**config.mk**
```make
export PLATFORM = sky130hd
export DESIGN_NAME = fetch_queue
export DESIGN_NICKNAME = d
export VERILOG_FILES = /design/src/rtl/fetch_queue_pkg.sv /design/src/rtl/fetch_queue_mem.sv /design/src/rtl/fetch_queue.sv
export SDC_FILE = /design/constraint.sdc
export NUM_CORES = 1
export LEC_CHECK = 0
export CAP_MARGIN = 20
export CELL_PAD_IN_SITES_DETAIL_PLACEMENT = 1
export CELL_PAD_IN_SITES_GLOBAL_PLACEMENT = 2
export CORE_UTILIZATION = 47
export CTS_BUF_LIST = sky130_fd_sc_hd__clkbuf_8
export DETAILED_ROUTE_END_ITERATION = 8
export PLACE_DENSITY = 0.9
export SYNTH_ARGS = -nofsm -noshare
export SYNTH_HDL_FRONTEND = slang
export SYNTH_HIERARCHICAL = 1
export SYNTH_SLANG_ARGS = --single-unit
```
**constraint.sdc**
```tcl
create_clock -name clk -period 12.8 [get_ports clk]
set_input_delay 1.92 -clock clk [delete_from_list [all_inputs] [get_ports clk]]
set_output_delay 1.92 -clock clk [all_outputs]
set_load 0.05 [all_outputs]
```
**src/rtl/fetch_queue_pkg.sv**
```systemverilog
// fetch_queue_pkg: shared cpu constants for the fetch/decode queue
package fetch_queue_pkg;
    localparam int XLEN = 32;
    localparam logic [31:0] INSTR_NOP = 32'h00000013;
    localparam int FETCH_QUEUE_DEPTH = 4;
endpackage

```
**src/rtl/fetch_queue_mem.sv**
```systemverilog
// fetch_queue_mem: DEPTH-entry register array, one write port, one async read port
module fetch_queue_mem #(
    parameter int DEPTH = 4,
    parameter int W = 64,
    parameter int AW = $clog2(DEPTH)
) (
    input  logic          clk,
    input  logic          we,
    input  logic [AW-1:0] waddr,
    input  logic [W-1:0]  wdata,
    input  logic [AW-1:0] raddr,
    output logic [W-1:0]  rdata
);
    logic [W-1:0] mem [DEPTH];
    // store the incoming pair; contents need no reset
    always_ff @(posedge clk) begin
        if (we) mem[waddr] <= wdata;
    end
    assign rdata = mem[raddr];
endmodule

```
**src/rtl/fetch_queue.sv**
```systemverilog
// fetch_queue: circular fetch-to-decode buffer with flush; FETCH_QUEUE_BYPASS_EN enables empty-queue bypass
module fetch_queue #(
    parameter int DEPTH = fetch_queue_pkg::FETCH_QUEUE_DEPTH,
    parameter int XLEN = fetch_queue_pkg::XLEN
) (
    input  logic                     clk,
    input  logic                     rst,
    input  logic                     flush,
    input  logic                     in_valid,
    input  logic [XLEN-1:0]          in_pc,
    input  logic [XLEN-1:0]          in_instr,
    output logic                     in_ready,
    output logic                     out_valid,
    output logic [XLEN-1:0]          out_pc,
    output logic [XLEN-1:0]          out_instr,
    input  logic                     out_ready,
    output logic [$clog2(DEPTH):0]   count
);
    import fetch_queue_pkg::*;
    localparam int AW = $clog2(DEPTH);
    logic [AW-1:0] wr_ptr, rd_ptr;
    logic [2*XLEN-1:0] rdata;
    logic empty, bypass, push, pop, wr, deq;
    fetch_queue_mem #(.DEPTH(DEPTH), .W(2*XLEN), .AW(AW)) u_mem (
        .clk(clk),
        .we(wr),
        .waddr(wr_ptr),
        .wdata({in_pc, in_instr}),
        .raddr(rd_ptr),
        .rdata(rdata)
    );
    // handshake and head presentation; a bypassed pair consumed on arrival is never stored
    always_comb begin
        empty = count == '0;
`ifdef FETCH_QUEUE_BYPASS_EN
        bypass = empty & in_valid & !flush;
`else
        bypass = 1'b0;
`endif
        in_ready = (count != (AW+1)'(DEPTH)) & !flush;
        out_valid = !empty | bypass;
        out_pc = bypass ? in_pc : !empty ? rdata[2*XLEN-1:XLEN] : '0;
        out_instr = bypass ? in_instr : !empty ? rdata[XLEN-1:0] : XLEN'(INSTR_NOP);
        push = in_valid & in_ready;
        pop = out_valid & out_ready;
        wr = push & !(bypass & out_ready);
        deq = pop & !empty;
    end
    // pointers and occupancy; reset and flush both empty the queue in one cycle
    always_ff @(posedge clk) begin
        if (rst || flush) begin
            wr_ptr <= '0;
            rd_ptr <= '0;
            count <= '0;
        end else begin
            if (wr) wr_ptr <= wr_ptr + AW'(1);
            if (deq) rd_ptr <= rd_ptr + AW'(1);
            count <= count + (AW+1)'(wr) - (AW+1)'(deq);
        end
    end
endmodule
```
==> results_dict.tcl, run 1 <==
set metrics [dict create \
    syn_to_final_growth_pct 23.1 \
    tns_ns 0 \
    row_count 53 \
    cts_sinks 263 \
    ir_worst_vdd_mv 0.0801 \
    hold_end "wr_ptr[1]$_SDFFE_PP0N_" \
    hold_path_depth 2 \
    dieArea_sq_um 22200 \
    grt_max_degree 66 \
    tightest_slew_ns 1.08 \
    ys_types 28 \
    die_h_um 149 \
    min_path_type "flop to flop" \
    cts_resized 0 \
    syn_area_per_cell_sq_um 22.7 \
    routed_wl_um 19700 \
    placed_cell_area_sq_um 11800 \
    finClkSkew_ns 0.0153 \
    reg2reg_from "count[1]$_SDFF_PP0_" \
    fmax_ghz 0.189 \
    cts_tree "built" \
    synth-xor-area-share_pct 0.259 \
    portBuffers 137 \
    slew_headroom_pct 27.9 \
    synthCells 448 \
    r2r_slack_ns 9.95 \
    synthArstFlopShare_pct 0 \
    pin_count 138 \
    die_x_um 149 \
    cts_made_buffers 42 \
    critical_path_class "primary input to primary output" \
    antenna_found_initial 1 \
    synth_area_sq_um 10200 \
    synthAdderAreaFrac_pct 0.443 \
    final_nets 687 \
    grt_setup_unrepaired "false" \
    drc 0 \
    r2r-end "count[2]$_SDFF_PP0_" \
    setup_violations 0 \
    cp.required_ns 10.88 \
    post_cts_buffers 0 \
    vias 4853 \
    vias_per_cell 5.29 \
    place.gp.congestion 0.703 \
    arrival_ns 3.36 \
    cts_hold_repair.buffers 0 \
    clock-root-buffer "clkbuf_8" \
    synth_simple_gate_area_share_pct 5.11 \
    synth_warnings 6 \
    synth-seq-area-share_pct 77.0 \
    drtIter0Drc 163 \
    end_kind "primary output" \
    drv_cap 0 \
    worstHoldStart "wr_ptr[1]$_SDFFE_PP0N_" \
    first_pass_iters 4 \
    htreeDepth 2 \
    path_max_fanout 5 \
    final_cell_area_sq_um 12500 \
    synth_edf_count 256 \
    grt_pass1_wl_um 30500 \
    synth-compound-area-share_pct 0.259 \
    dp_hpwl_um 11700 \
    worst_r2r_path_depth 11 \
    clockBufferDepth 3 \
    core_sq_um 21100 \
    ant_nets 0 \
    wl_per_cell_um 21.5 \
    drv_slew 0 \
    period_share_pct 41.3 \
    synth_fp_nets 520 \
    clk_pin_slew_ns 0.05 \
    startpoint_type "primary input" \
    grt_pass1_vias 5520 \
    grtUsageTotal_pct 18.4 \
    yosys_register_bits 263 \
    status "complete, no violations" \
    leakage_uw 0.00400 \
    synth_top_family_by_area "multiplexers" \
    grt.overflow.total 0 \
    hold_viol 0 \
    p_per_area_nw_per_um2 141 \
    clkLatencyLatePin_ns 0.53 \
    synth_mux_area_share_pct 14.4 \
    antenna_cells 0 \
    initial_core_util_pct 48.2 \
    synth_ff_type "edfxtp_1" \
    drive_above_1_share_pct 18.8 \
    fin_crit_ns 5.28 \
]
## cells by family (layout without fill, tap and decap cells)
kind of cell	count (synthesis)	count (layout)
DFF	263	263
and+or+nand+nor	85	85
muxes	65	65
buffers and inverters	25	219
AOI/OAI and AO/OA	4	4
adders and majority gates	3	3
xor gates and xnor gates	3	3
## registers in the layout, summed over array words and instances, names as in the netlist
name       flops
rd_ptr         2
wr_ptr         2
u_mem/mem    256
count          3
## power breakdown
part,internal [uW],total [uW],switching (uW)
clock network,329,628,298
registers,960,965,4.77
logic,71.8,177,106
## synthesized netlist by cell type (2+ instances only)
| cell type | count | area, sq um |
|---|---|---|
| and2_1 | 63 | 394 |
| buf_12 | 6 | 120 |
| edfxtp_1 | 256 | 7690 |
| ha_1 | 2 | 25.0 |
| mux4_1 | 4 | 105 |
| buf_6 | 7 | 78.8 |
| nor2_1 | 6 | 22.5 |
| inv_1 | 4 | 15.0 |
| or3_1 | 3 | 18.8 |
| nand2b_1 | 3 | 18.8 |
| and3b_1 | 2 | 17.5 |
| buf_2 | 6 | 30.0 |
| dfxtp_1 | 7 | 140 |
| xor2_1 | 3 | 26.3 |
| nor3b_1 | 3 | 22.5 |
| mux4_2 | 60 | 1350 |
| nand2_1 | 2 | 7.51 |
## worst max-delay path, cell delays in order
cell and delay (ns):
clkdlybuf4s50_1 0.46, nor2_1 0.15, clkdlybuf4s50_1 0.83
## layout by cell type (no fill, tap or decap), drive strengths merged
cell           count
nor3               1
mux2i              1
or3                3
and3               1
edfxtp           256
o31ai              1
nand2b             3
nor2               6
xor2               3
nand2              2
clkinvlp           1
clkinv            11
dfxtp              7
o311ai             1
buf                7
and2              63
and3b              2
bufinv             1
nor3b              3
or2                1
inv               19
clkbuf            43
o21ai              1
fa                 1
ha                 2
clkdlybuf4s50    137
mux4              64
a21oi              1
## metal layers
| metal | GRT usage (%) | vias to the layer above | part of all wire, % |
|---|---|---|---|
| li1 | - | 2162 | - |
| met1 | 22.4 | 2514 | 40 |
| met2 | 32.5 | 144 | 52 |
| met3 | 4.19 | 31 | 5.1 |
| met4 | 5.97 | 2 | 2.2 |
| met5 | 0 | - | 0.066 |
## how the worst max path moves through the flow
stage,cells past startpoint,start,slack (ns),to
after floorplan,2,flush,5.12,u_mem/mem[0][0]$_DFFE_PP_
after global placement,3,flush,7.56,in_ready
after detailed placement,3,flush,7.51,in_ready
after CTS,4,rd_ptr[0]$_SDFFE_PP0P_,7.20,out_instr[0]
after global routing,5,rd_ptr[0]$_SDFFE_PP0P_,7.33,out_instr[0]
final,3,flush,7.52,in_ready
## per-stage QoR
step | cells | hold slack, ns | utilization [%] | setup WS, ns | total power, uW
finish | 917 | 0.549 | 59.3 | 7.52 | 1770
global route | 917 | 0.573 | 59.3 | 7.33 | 1830
CTS | 916 | 0.551 | 59.2 | 7.20 | 1790
detailed placement | 845 | 0.545 | 55.8 | 7.51 | 1160
global placement | 842 | 0.519 | 55.4 | 7.56 | 1150
floorplan | 448 | 0.478 | - | 5.12 | 1090
## cell type report
cell class | instances | area, sq um
Clock inverter | 28 | 138
Inverter | 4 | 15.0
Tap cell | 275 | 344
Multi-Input combinational cell | 160 | 2100
Timing Repair Buffer | 144 | 1490
Clock buffer | 43 | 592
Fill cell | 1826 | 8570
Sequential cell | 263 | 7840
No activity file was read; power rests on OpenSTA's default activity.
==> run 2: changes to the inputs <==
--- a/config.mk
+++ b/config.mk
@@ -8,10 +8,10 @@
 export CAP_MARGIN = 20
 export CELL_PAD_IN_SITES_DETAIL_PLACEMENT = 1
 export CELL_PAD_IN_SITES_GLOBAL_PLACEMENT = 2
-export CORE_UTILIZATION = 47
+export CORE_UTILIZATION = 44
 export CTS_BUF_LIST = sky130_fd_sc_hd__clkbuf_8
 export DETAILED_ROUTE_END_ITERATION = 8
-export PLACE_DENSITY = 0.9
+export PLACE_DENSITY = 0.85
 export SYNTH_ARGS = -nofsm -noshare
 export SYNTH_HDL_FRONTEND = slang
 export SYNTH_HIERARCHICAL = 1
==> constraint.sdc (replaced) <==
create_clock -name clk -period 5.4 [get_ports clk]
set_input_delay 0.81 -clock clk [delete_from_list [all_inputs] [get_ports clk]]
set_output_delay 0.81 -clock clk [all_outputs]
set_load 0.05 [all_outputs]
==> run 2 against run 1 <==
Sequential cell count unchanged. Count of clock-buffer cells in the layout increased by 4. Critical path type is now flop to primary output. Critical path depth increased by 1.
==> results_dict.tcl, run 2 (synthesis gave the netlist of run 1 again) <==
set metrics [dict create \
    grt_pass1_wl_um 31600 \
    fin_crit_ns 4.12 \
    cts_resized 0 \
    period_share_pct 76.4 \
    antenna_found_initial 1 \
    grt_pass1_vias 5606 \
    cp_top_family "buffers and inverters" \
    drtIter0Drc 241 \
    max_stage_delay_ns 1.01 \
    ant_nets 0 \
    critical_path_class "flop to primary output" \
    cts_made_buffers 45 \
    dieArea_sq_um 23700 \
    cp.buffers_inverters 2 \
    finClkSkew_ns 0.0245 \
    path_cells "buf_4, mux4_2, and2_1, clkdlybuf4s50_1" \
    setup_violations 0 \
    leakage_uw 0.00405 \
    hold_path_depth 2 \
    wl_met2_um 10300 \
    hold_viol 0 \
    arrival_ns 3.31 \
    end_kind "primary output" \
    status "complete, no violations" \
    dp_hpwl_um 11400 \
    fillers 1983 \
    tightest_slew_ns 1.09 \
    min_path_type "flop to flop" \
    drv_cap 0 \
    hold_end "wr_ptr[0]$_SDFFE_PP0N_" \
    startpoint_type "flop" \
    fin_total_pwr_uw 4300 \
    regArea_sq_um 7840 \
    largest-register "u_mem/mem" \
    wl_met1_um 8520 \
    fmax_ghz 0.242 \
    die_h_um 154 \
    cts_sinks 263 \
    vias_per_cell 5.23 \
    grtUsageTotal_pct 17.7 \
    clkLatencyLatePin_ns 0.53 \
    syn_to_final_growth_pct 23.6 \
    core_sq_um 22600 \
    cp_slowest_cell "dfxtp_4" \
    cp.required_ns 4.59 \
    ir_worst_vdd_mv 0.245 \
    clk_pin_slew_ns 0.06 \
    vias 4888 \
    initial_core_util_pct 44.9 \
    reg2reg_from "count[1]$_SDFF_PP0_" \
    worst_r2r_path_depth 4 \
    grt_setup_unrepaired "false" \
    layout_commonest_cell "edfxtp_1" \
    p_per_area_nw_per_um2 342 \
    drive_above_1_share_pct 19.5 \
    clock-root-buffer "clkbuf_8" \
    final_nets 690 \
    grt_max_degree 66 \
    antenna_cells 0 \
    clockBufferDepth 3 \
    layout_common_cells "256 x edfxtp_1, 137 x clkdlybuf4s50_1, 63 x and2_1, 60 x mux4_2, 47 x clkbuf_8" \
    drv_slew 0 \
    worstHoldStart "wr_ptr[0]$_SDFFE_PP0N_" \
    row_count 55 \
    htreeDepth 2 \
    r2r-end "u_mem/mem[1][35]$_DFFE_PP_" \
    first_pass_iters 4 \
    routed_wl_um 20300 \
    die_x_um 154 \
    pin_count 138 \
    cts_tree "built" \
    post_cts_buffers 0 \
    largestRegisters "u_mem/mem: 256 flops, count: 3 flops" \
    path_max_fanout 50 \
    drc 0 \
    largest_reg_flops 256 \
    place.gp.congestion 0.712 \
    portBuffers 137 \
    wl_per_cell_um 21.7 \
    cts_hold_repair.buffers 0 \
    wl_met3_um 1130 \
    tns_ns 0 \
    slew_headroom_pct 27.6 \
    r2r_slack_ns 2.36 \
    grt.overflow.total 0 \
    multi_input_area_sq_um 2110 \
    top_layer "met5" \
]
-- run 2: changes by cell type in the layout (fill, tap and decap cells not counted), sizes merged --
cell and delta:
clkinv -2, clkbuf +4, inv +6
-- run 2: cell type report --
class	count	area share (%)
sequential	263	62.4
multi-input combinational	160	16.8
clock buffer	47	5.15
clock inverter	32	1.24
tap	285	2.84
timing repair buffer	144	11.5
inverter	4	0.120
-- run 2: per-layer routing --
layer	vias up	track usage [%]
li1	2172	-
met1	2536	22.2
met2	142	30.4
met3	36	4.65
met4	2	5.05
met5	-	0
-- run 2: power breakdown --
group,internal (uW),switching [uW],total [uW]
logic,166,244,410
registers,2280,16.5,2290
clock network,848,751,1600
total,3290,1010,4300
-- run 2: worst min-delay path: stages, from the launching register on --
cell and delay (ns):
dfxtp_1 0.39, nand2_1 0.09, mux2i_1 0.05
-- run 2: stage by stage --
step	setup slack (ns)	utilization (%)	instance area [sq um]	hold slack, ns	instances
floorplan	0.995	-	10200	0.478	448
global placement	1.74	51.8	11700	0.543	855
detailed placement	1.72	51.9	11800	0.561	856
CTS	1.13	55.5	12600	0.578	935
global route	1.01	55.5	12600	0.592	935
finish	1.28	55.5	12600	0.580	935
-- run 2: how the worst max path moves through the flow --
| stage | startpoint | end | slack [ns] | cells past startpoint |
|---|---|---|---|---|
| 3_5_place_dp | rd_ptr[0]$_SDFFE_PP0P_ | out_pc[19] | 1.72 | 4 |
| 3_3_place_gp | rd_ptr[0]$_SDFFE_PP0P_ | out_pc[4] | 1.74 | 4 |
| 5_1_grt | rd_ptr[0]$_SDFFE_PP0P_ | out_pc[4] | 1.01 | 4 |
| 6_report | rd_ptr[0]$_SDFFE_PP0P_ | out_pc[4] | 1.28 | 4 |
| 2_1_floorplan | count[1]$_SDFF_PP0_ | u_mem/mem[0][0]$_DFFE_PP_ | 0.99 | 3 |
| 4_1_cts | rd_ptr[0]$_SDFFE_PP0P_ | out_pc[19] | 1.13 | 4 |
